`config.mk`:
```
export PLATFORM = sky130hd
export DESIGN_NAME = dsp_mac_pipe
export DESIGN_NICKNAME = d
export VERILOG_FILES = /design/src/rtl/dsp_mac_pipe.sv
export SDC_FILE = /design/constraint.sdc
export NUM_CORES = 2
export LEC_CHECK = 0
export CAP_MARGIN = 20
export CORE_MARGIN = 10
export CORE_UTILIZATION = 35
export CTS_CLUSTER_SIZE = 28
export DETAILED_ROUTE_END_ITERATION = 8
export DONT_BUFFER_PORTS = 1
export GPL_TIMING_DRIVEN = 1
export SLEW_MARGIN = 30
export SYNTH_ARGS = -nofsm -noshare
export SYNTH_HDL_FRONTEND = slang
export SYNTH_SLANG_ARGS = --single-unit
```
`constraint.sdc`:
```
create_clock -name clk -period 7.55 [get_ports clk]
set_input_delay 0.755 -clock clk [delete_from_list [all_inputs] [get_ports clk]]
set_output_delay 0.755 -clock clk [all_outputs]
set_load 0.005 [all_outputs]
```
`src/rtl/dsp_mac_pipe.sv`:
```
// Signed pre-adder -> multiplier -> post-adder/accumulator slice with valid/ready
// flow control, optional round-half-up shift of the product, saturation and a
// sticky overflow flag. Every stage (valid bits included) advances together, or
// not at all.
module dsp_mac_pipe #(
    parameter int unsigned A_WIDTH     = 18,
    parameter int unsigned B_WIDTH     = 18,
    parameter int unsigned C_WIDTH     = 48,
    parameter int unsigned P_WIDTH     = 48,
    parameter int unsigned MULT_STAGES = 2,
    parameter int unsigned RND_SHIFT   = 0,
    parameter bit          SAT_EN      = 1'b1
) (
    input  logic                      clk,
    input  logic                      rst_n,
    input  logic                      in_valid,
    output logic                      in_ready,
    input  logic signed [A_WIDTH-1:0] a,
    input  logic signed [B_WIDTH-1:0] b,
    input  logic signed [B_WIDTH-1:0] d,
    input  logic signed [C_WIDTH-1:0] c,
    input  logic        [4:0]         opmode,
    output logic                      out_valid,
    input  logic                      out_ready,
    output logic signed [P_WIDTH-1:0] p,
    output logic                      ovf
);

    localparam int unsigned PRE_W  = B_WIDTH + 1;
    localparam int unsigned PROD_W = A_WIDTH + B_WIDTH + 1;
    localparam int unsigned LAST   = MULT_STAGES - 1;

    localparam logic signed [P_WIDTH-1:0] P_MAX    = {1'b0, {(P_WIDTH-1){1'b1}}};
    localparam logic signed [P_WIDTH-1:0] P_MIN    = {1'b1, {(P_WIDTH-1){1'b0}}};
    // Half an LSB of the shifted result; zero when no shift is configured.
    localparam logic signed [P_WIDTH-1:0] RND_HALF = P_WIDTH'((64'd1 << RND_SHIFT) >> 1);

    logic adv;

    // S0: input register
    logic                      v0_q;
    logic signed [A_WIDTH-1:0] a0_q;
    logic signed [B_WIDTH-1:0] b0_q, d0_q;
    logic signed [C_WIDTH-1:0] c0_q;
    logic        [4:0]         op0_q;

    // S1: pre-adder register
    logic                      v1_q;
    logic signed [A_WIDTH-1:0] a1_q;
    logic signed [PRE_W-1:0]   pre1_q;
    logic signed [C_WIDTH-1:0] c1_q;
    logic        [4:0]         op1_q;

    // Multiplier stages
    logic                      vm_q   [MULT_STAGES];
    logic signed [PROD_W-1:0]  prod_q [MULT_STAGES];
    logic signed [C_WIDTH-1:0] cm_q   [MULT_STAGES];
    logic        [4:0]         opm_q  [MULT_STAGES];

    // Final stage
    logic                      out_valid_q;
    logic signed [P_WIDTH-1:0] p_q;
    logic                      ovf_q;

    logic signed [PRE_W-1:0]   b_ext, d_ext, pre_d;
    logic signed [PROD_W-1:0]  a_ext, m_in, prod_d;
    logic signed [P_WIDTH-1:0] prod_ext, m, z, c_ext, p_d;
    logic signed [P_WIDTH:0]   z_x, m_x, sum;
    logic                      ovf_now, ovf_d;

    // A stalled output blocks the whole pipe; anything else lets it move.
    always_comb begin
        adv      = out_ready | ~out_valid_q;
        in_ready = adv;
    end

    // Pre-adder at full B_WIDTH+1 precision
    always_comb begin
        b_ext = PRE_W'(b0_q);
        d_ext = PRE_W'(d0_q);
        pre_d = b_ext;
        if (op0_q[0]) begin
            pre_d = op0_q[1] ? (d_ext - b_ext) : (d_ext + b_ext);
        end
    end

    // Full-precision signed product
    always_comb begin
        a_ext  = PROD_W'(a1_q);
        m_in   = PROD_W'(pre1_q);
        prod_d = a_ext * m_in;
    end

    // Rounding, operand select, post-adder, overflow detect and saturation
    always_comb begin
        prod_ext = P_WIDTH'(prod_q[LAST]);
        m        = (prod_ext + RND_HALF) >>> RND_SHIFT;
        c_ext    = P_WIDTH'(cm_q[LAST]);
        z        = c_ext;
        if (opm_q[LAST][4]) begin
            z = '0;
        end else if (opm_q[LAST][2]) begin
            z = p_q;
        end
        z_x     = {z[P_WIDTH-1], z};
        m_x     = {m[P_WIDTH-1], m};
        sum     = opm_q[LAST][3] ? (z_x - m_x) : (z_x + m_x);
        ovf_now = sum[P_WIDTH] ^ sum[P_WIDTH-1];
        p_d     = sum[P_WIDTH-1:0];
        if (SAT_EN && ovf_now) begin
            p_d = sum[P_WIDTH] ? P_MIN : P_MAX;
        end
        // A fresh overflow wins over the clear carried by the same item.
        ovf_d = (opm_q[LAST][4] ? 1'b0 : ovf_q) | ovf_now;
    end

    // S0 and S1 registers
    always_ff @(posedge clk or negedge rst_n) begin
        if (!rst_n) begin
            v0_q   <= 1'b0;
            a0_q   <= '0;
            b0_q   <= '0;
            d0_q   <= '0;
            c0_q   <= '0;
            op0_q  <= '0;
            v1_q   <= 1'b0;
            a1_q   <= '0;
            pre1_q <= '0;
            c1_q   <= '0;
            op1_q  <= '0;
        end else if (adv) begin
            v0_q   <= in_valid;
            a0_q   <= a;
            b0_q   <= b;
            d0_q   <= d;
            c0_q   <= c;
            op0_q  <= opmode;
            v1_q   <= v0_q;
            a1_q   <= a0_q;
            pre1_q <= pre_d;
            c1_q   <= c0_q;
            op1_q  <= op0_q;
        end
    end

    // Multiplier pipeline; C and OPMODE ride alongside their product
    always_ff @(posedge clk or negedge rst_n) begin
        if (!rst_n) begin
            for (int i = 0; i < int'(MULT_STAGES); i++) begin
                vm_q[i]   <= 1'b0;
                prod_q[i] <= '0;
                cm_q[i]   <= '0;
                opm_q[i]  <= '0;
            end
        end else if (adv) begin
            vm_q[0]   <= v1_q;
            prod_q[0] <= prod_d;
            cm_q[0]   <= c1_q;
            opm_q[0]  <= op1_q;
            for (int i = 1; i < int'(MULT_STAGES); i++) begin
                vm_q[i]   <= vm_q[i-1];
                prod_q[i] <= prod_q[i-1];
                cm_q[i]   <= cm_q[i-1];
                opm_q[i]  <= opm_q[i-1];
            end
        end
    end

    // Result register: bubbles leave P and OVF untouched
    always_ff @(posedge clk or negedge rst_n) begin
        if (!rst_n) begin
            out_valid_q <= 1'b0;
            p_q         <= '0;
            ovf_q       <= 1'b0;
        end else if (adv) begin
            out_valid_q <= vm_q[LAST];
            if (vm_q[LAST]) begin
                p_q   <= p_d;
                ovf_q <= ovf_d;
            end
        end
    end

    assign out_valid = out_valid_q;
    assign p         = p_q;
    assign ovf       = ovf_q;

endmodule

```
# == Yosys cells after proc, flatten, opt, wreduce, memory -nomap -nowiden ==
# Index checks and enable logic that the tools add are counted.
# word_totals
ff_bits,431
input_bits,111
out_inout_bits,51
elab_cells,40
# classes
addsub,4
mul,1
muxes,8
bitwise,4
reduce_logical,1
# op_table
operator,count
two-way mux 48 bit,4
adder 48 x 37 -> 49 bit,1
two-way mux 49 bit,1
subtractor 48 x 37 -> 49 bit,1
two-way mux 19 bit,2
multiplier 18 x 19 -> 37 bit,1
adder 18 x 18 -> 19 bit,1
subtractor 18 x 18 -> 19 bit,1
OR 1 bit,2
AND reduction 2 bit,1
two-way mux 1 bit,1
NOT 1 bit,1
bitwise XOR 1 bit,1

# == Depth between registers and ports, before layout ==
# logic_depth
ltp_word,6
mapped_depth,27
mapped_depth_nobuf,25

# == Worst setup path after synthesis ==
# Ideal clock, no wire load.
# synth_timing
path_type,register to register
startpoint,register pre1_q[18]
endpoint,register prod_q[73] (netlist name)
arrival_ps,6266
required_ps,7481
setup_slack_ps,1215
path_stages_with_launch,27
period_less_slack_ps,6335
path_cell_list,dfrtp_1 -> clkbuf_1 -> clkbuf_1 -> nand2_1 -> inv_1 -> fa_1 -> inv_1 -> fa_1 -> inv_1 -> ha_1 -> inv_1 -> fa_1 -> inv_1 -> fa_1 -> inv_1 -> fa_1 -> inv_1 -> ha_1 -> and3_1 -> a221oi_1 -> nor2b_1 -> nor2_1 -> o21ai_0 -> a41oi_1 -> o21ai_0 -> or4_1 -> nand3_1
# synth_via
elab_chain_cells,1
# synth_rtl
item,line_no,rtl
start: declaration,50,logic signed [PRE_W-1:0] pre1_q;
start signal: assignment,140,pre1_q <= pre_d;
multiplier 18 x 19 -> 37 bit,91,prod_d = a_ext * m_in;
end signal: indexed assignment,162,prod_q[i] <= prod_q[i-1];
end: declaration,56,logic signed [PROD_W-1:0] prod_q [MULT_STAGES];
# Every way passes these cells.
# A chain may end at the register's enable or synchronous reset.

# == Worst setup path after layout ==
# Same ends and word-level chain as after synthesis.

==> flow_metrics.py <==
metrics = {
    "outcome": {
        "status": "complete, but fails checks",
        "violations": "negative hold slack",
    },
    "synth": {
        "post_synth.cell_area_avg_um2": 8.60,
        "synth_top_area_cell": "dfrtp_1",
        "synth-async-reset-ratio": 1.00,
        "synth_cell_types": 78,
        "syn-instance-count": 4012,
        "syn-cell-area_mm2": 0.0345,
        "synth_edf_count": 0,
        "synth_top_flop_cell": "dfrtp_1",
        "synth_top_cell_area_share": 0.308,
        "ys_seq_elements": 425,
        "ys_seq_area_frac": 0.308,
        "synthesis.nets": 4633,
        "synth_top_cells_by_area": "dfrtp_1, fa_1, nand2_1",
        "synth_warnings": 0,
    },
    "final_layout": {
        "antenna_cells": 0,
        "final_common_cell": "nand2_1",
        "fin_area_mm2": 0.0372,
        "fillerInstances": 10100,
        "syn_to_final_growth_pct": 7.88,
        "final_cell_mix": "nand2_1, inv_1, dfrtp_1",
        "finalNonFillerCells": 5207,
        "nets": 4507,
        "layout-drive-gt1-share": 0.0434,
    },
    "setup_path": {
        "crit_buf_inv": 7,
        "r2r-start": "pre1_q[18]",
        "cpLargestDelayFamily": "adder cells",
        "r2r_slack_ps": 580,
        "cpPeakStageDelay_ps": 620,
        "r2r_cells": 24,
        "critPathSlowestCell": "dfrtp_1",
        "crit_chain": "nand2_1 > inv_1 > fa_1 > inv_1 > fa_1 > inv_1 > ha_1 > inv_1 > fa_1 > inv_1 > fa_1 > inv_1 > fa_1 > inv_1 > ha_1 > and3_1 > a221oi_1 > nor2b_1 > nor2_1 > o21ai_0 > a41oi_1 > o21ai_0 > or4_1 > nand3_1",
        "critPathMaxFanout": 19,
        "path_common_cell": "inv_1",
        "worstSetupPathType": "reg -> reg",
        "worstPathRequired_ps": 8070,
        "r2r-end": "prod_q[73]",
        "end_kind": "flip-flop",
        "arrival_ps": 7500,
        "start_kind": "flip-flop",
    },
    "floorplan": {
        "rows": 115,
        "core_mm2": 0.0981,
        "start_util": 0.352,
        "io_pins": 162,
        "die_area_mm2": 0.112,
        "die_w_um": 334,
        "die_h_um": 334,
    },
    "sta": {
        "worst_pin_slew_ps": 1010,
        "hold_viol_final": 102,
        "relSlewSlack": 0.327,
        "tns_ps": 0,
        "hold_ws_ps": -133,
        "finalCritPeriodShare": 0.924,
        "finClkSkew_ps": 20.0,
        "final-max-slew-violation-count": 0,
        "finalSetupViolations": 0,
        "rsz0062_at_grt": "no",
        "fmax_mhz": 143,
        "fin_crit_ps": 6970,
    },
    "clock_tree": {
        "cts_num_sinks": 425,
        "cts_buffer_depth": 3,
        "post_cts_buffers": 0,
        "clk-insertion-delay-late_ps": 610,
        "cts_buffers": 45,
        "cts.htree.levels": 2,
        "path_clk_slew_ps": 70,
        "cts_tree": "yes",
        "cts_root_buf": "clkbuf_16",
        "cts_resized": 0,
    },
    "placed_design": {
        "dp_hpwl_um": 66200,
        "finalWeightedCongestion": 0.916,
        "place_inst": 5125,
        "dpl-instance-area_mm2": 0.0356,
        "numPortBuffers": 0,
    },
    "routing": {
        "vias_per_cell": 4.89,
        "routed_wirelength_um": 86600,
        "wire_per_inst_um": 16.6,
        "drc": 0,
        "via_count": 25400,
        "drtAntennaViolNets": 0,
        "drtIter0Drc": 1771,
        "dr.pass1.iters": 5,
    },
    "global_routing": {
        "antenna_found_initial": 0,
        "grt_max_degree": 426,
        "grt_pass1_vias": 25800,
        "grt_pass1_wl_um": 143000,
        "grt_overflow_total": 0,
        "track_usage": 0.156,
    },
    "worst_hold_path": {
        "hp-class": "in -> async",
    },
    "flow_run": {
        "cap_viol_max_count": 0,
    },
}
==> metrics by stage <==
stage | utilization | worst slack (ps)
floorplan | - | 1220
global placement | 0.363 | 717
detailed placement | 0.363 | 599
CTS | 0.379 | 586
global route | 0.379 | 195
finish | 0.379 | 577
==> Yosys cell counts (11+ instances only) <==
cell type and number:
a211oi_1 12, a21o_1 43, a21oi_1 159, a31oi_1 18, and2_1 178, and3_1 12
clkbuf_1 191, dfrtp_1 425, fa_1 347, ha_1 163, inv_1 432, mux2i_1 69
nand2_1 1226, nand2b_1 13, nand3_1 25, nand4_1 16, nor2_1 164, nor3_1 33
o21a_1 15, o21ai_0 118, o21ai_1 15, o21ai_2 30, or3_1 11, xnor2_1 105
xor2_1 37
==> worst register-to-register path, stage by stage, from the launching register on <==
cell and delay (ps):
dfrtp_1 620, nand2_1 210, inv_1 110, fa_1 630, inv_1 150, fa_1 520
inv_1 50, ha_1 490, inv_1 230, fa_1 520, inv_1 50, fa_1 530
inv_1 50, fa_1 470, inv_1 40, ha_1 310, and3_1 240, a221oi_1 350
nor2b_1 110, nor2_1 90, o21ai_0 120, a41oi_1 330, o21ai_0 170, or4_1 420
nand3_1 100
==> cell families after synthesis <==
| kind of cell | share of synthesized area |
|---|---|
| AOI/OAI and AO/OA | 0.0880 |
| xor gates and xnor gates | 0.0381 |
| adders and majority gates | 0.261 |
| buffers and inverters | 0.0713 |
| DFF | 0.308 |
| muxes | 0.0213 |
| and+or+nand+nor | 0.212 |
==> registers in the layout, summed over array words and instances (netlist names), 5 cells and up <==
register  cells
c0_q         48
op0_q         5
p            48
d0_q         18
opm_q         6
c1_q         48
cm_q         48
pre1_q       19
prod_ext     37
prod_q       37
c_ext        48
b0_q         18
a1_q         18
a0_q         18
==> cell type report <==
| type | instances | area (um2) | share of cell area |
|---|---|---|---|
| multi-input combinational | 2945 | 21400 | 0.576 |
| sequential | 425 | 10600 | 0.286 |
| inverter | 434 | 1640 | 0.0439 |
| tap | 1287 | 1610 | 0.0432 |
| clock buffer | 63 | 1300 | 0.0350 |
| timing repair buffer | 35 | 333 | 0.00894 |
| clock inverter | 18 | 267 | 0.00716 |
==> how the worst max path moves through the flow <==
stage                     from    endpoint  slack (ps)  cells after the start
finish              pre1_q[18]  prod_q[73]         580                     24
global route        pre1_q[18]  prod_q[73]         200                     24
CTS                    a1_q[0]  prod_q[73]         590                     24
detailed placement     a1_q[0]  prod_q[73]         600                     24
global placement       a1_q[0]  prod_q[73]         720                     24
floorplan           pre1_q[18]  prod_q[73]        1220                     26
==> routing by layer <==
| layer | track usage | wire [um] | vias up | share of wire |
|---|---|---|---|---|
| met5 | 0 | 0 | - | 0 |
| met4 | 0.0270 | 1110 | 0 | 0.013 |
| met3 | 0.0264 | 4690 | 66 | 0.054 |
| met2 | 0.248 | 39000 | 531 | 0.45 |
| met1 | 0.222 | 41800 | 12500 | 0.48 |
| li1 | - | - | 12300 | - |
Power is left out: the tool's default activity adds up to more than one toggle a clock period on the data nets, which glitch-free logic cannot reach.
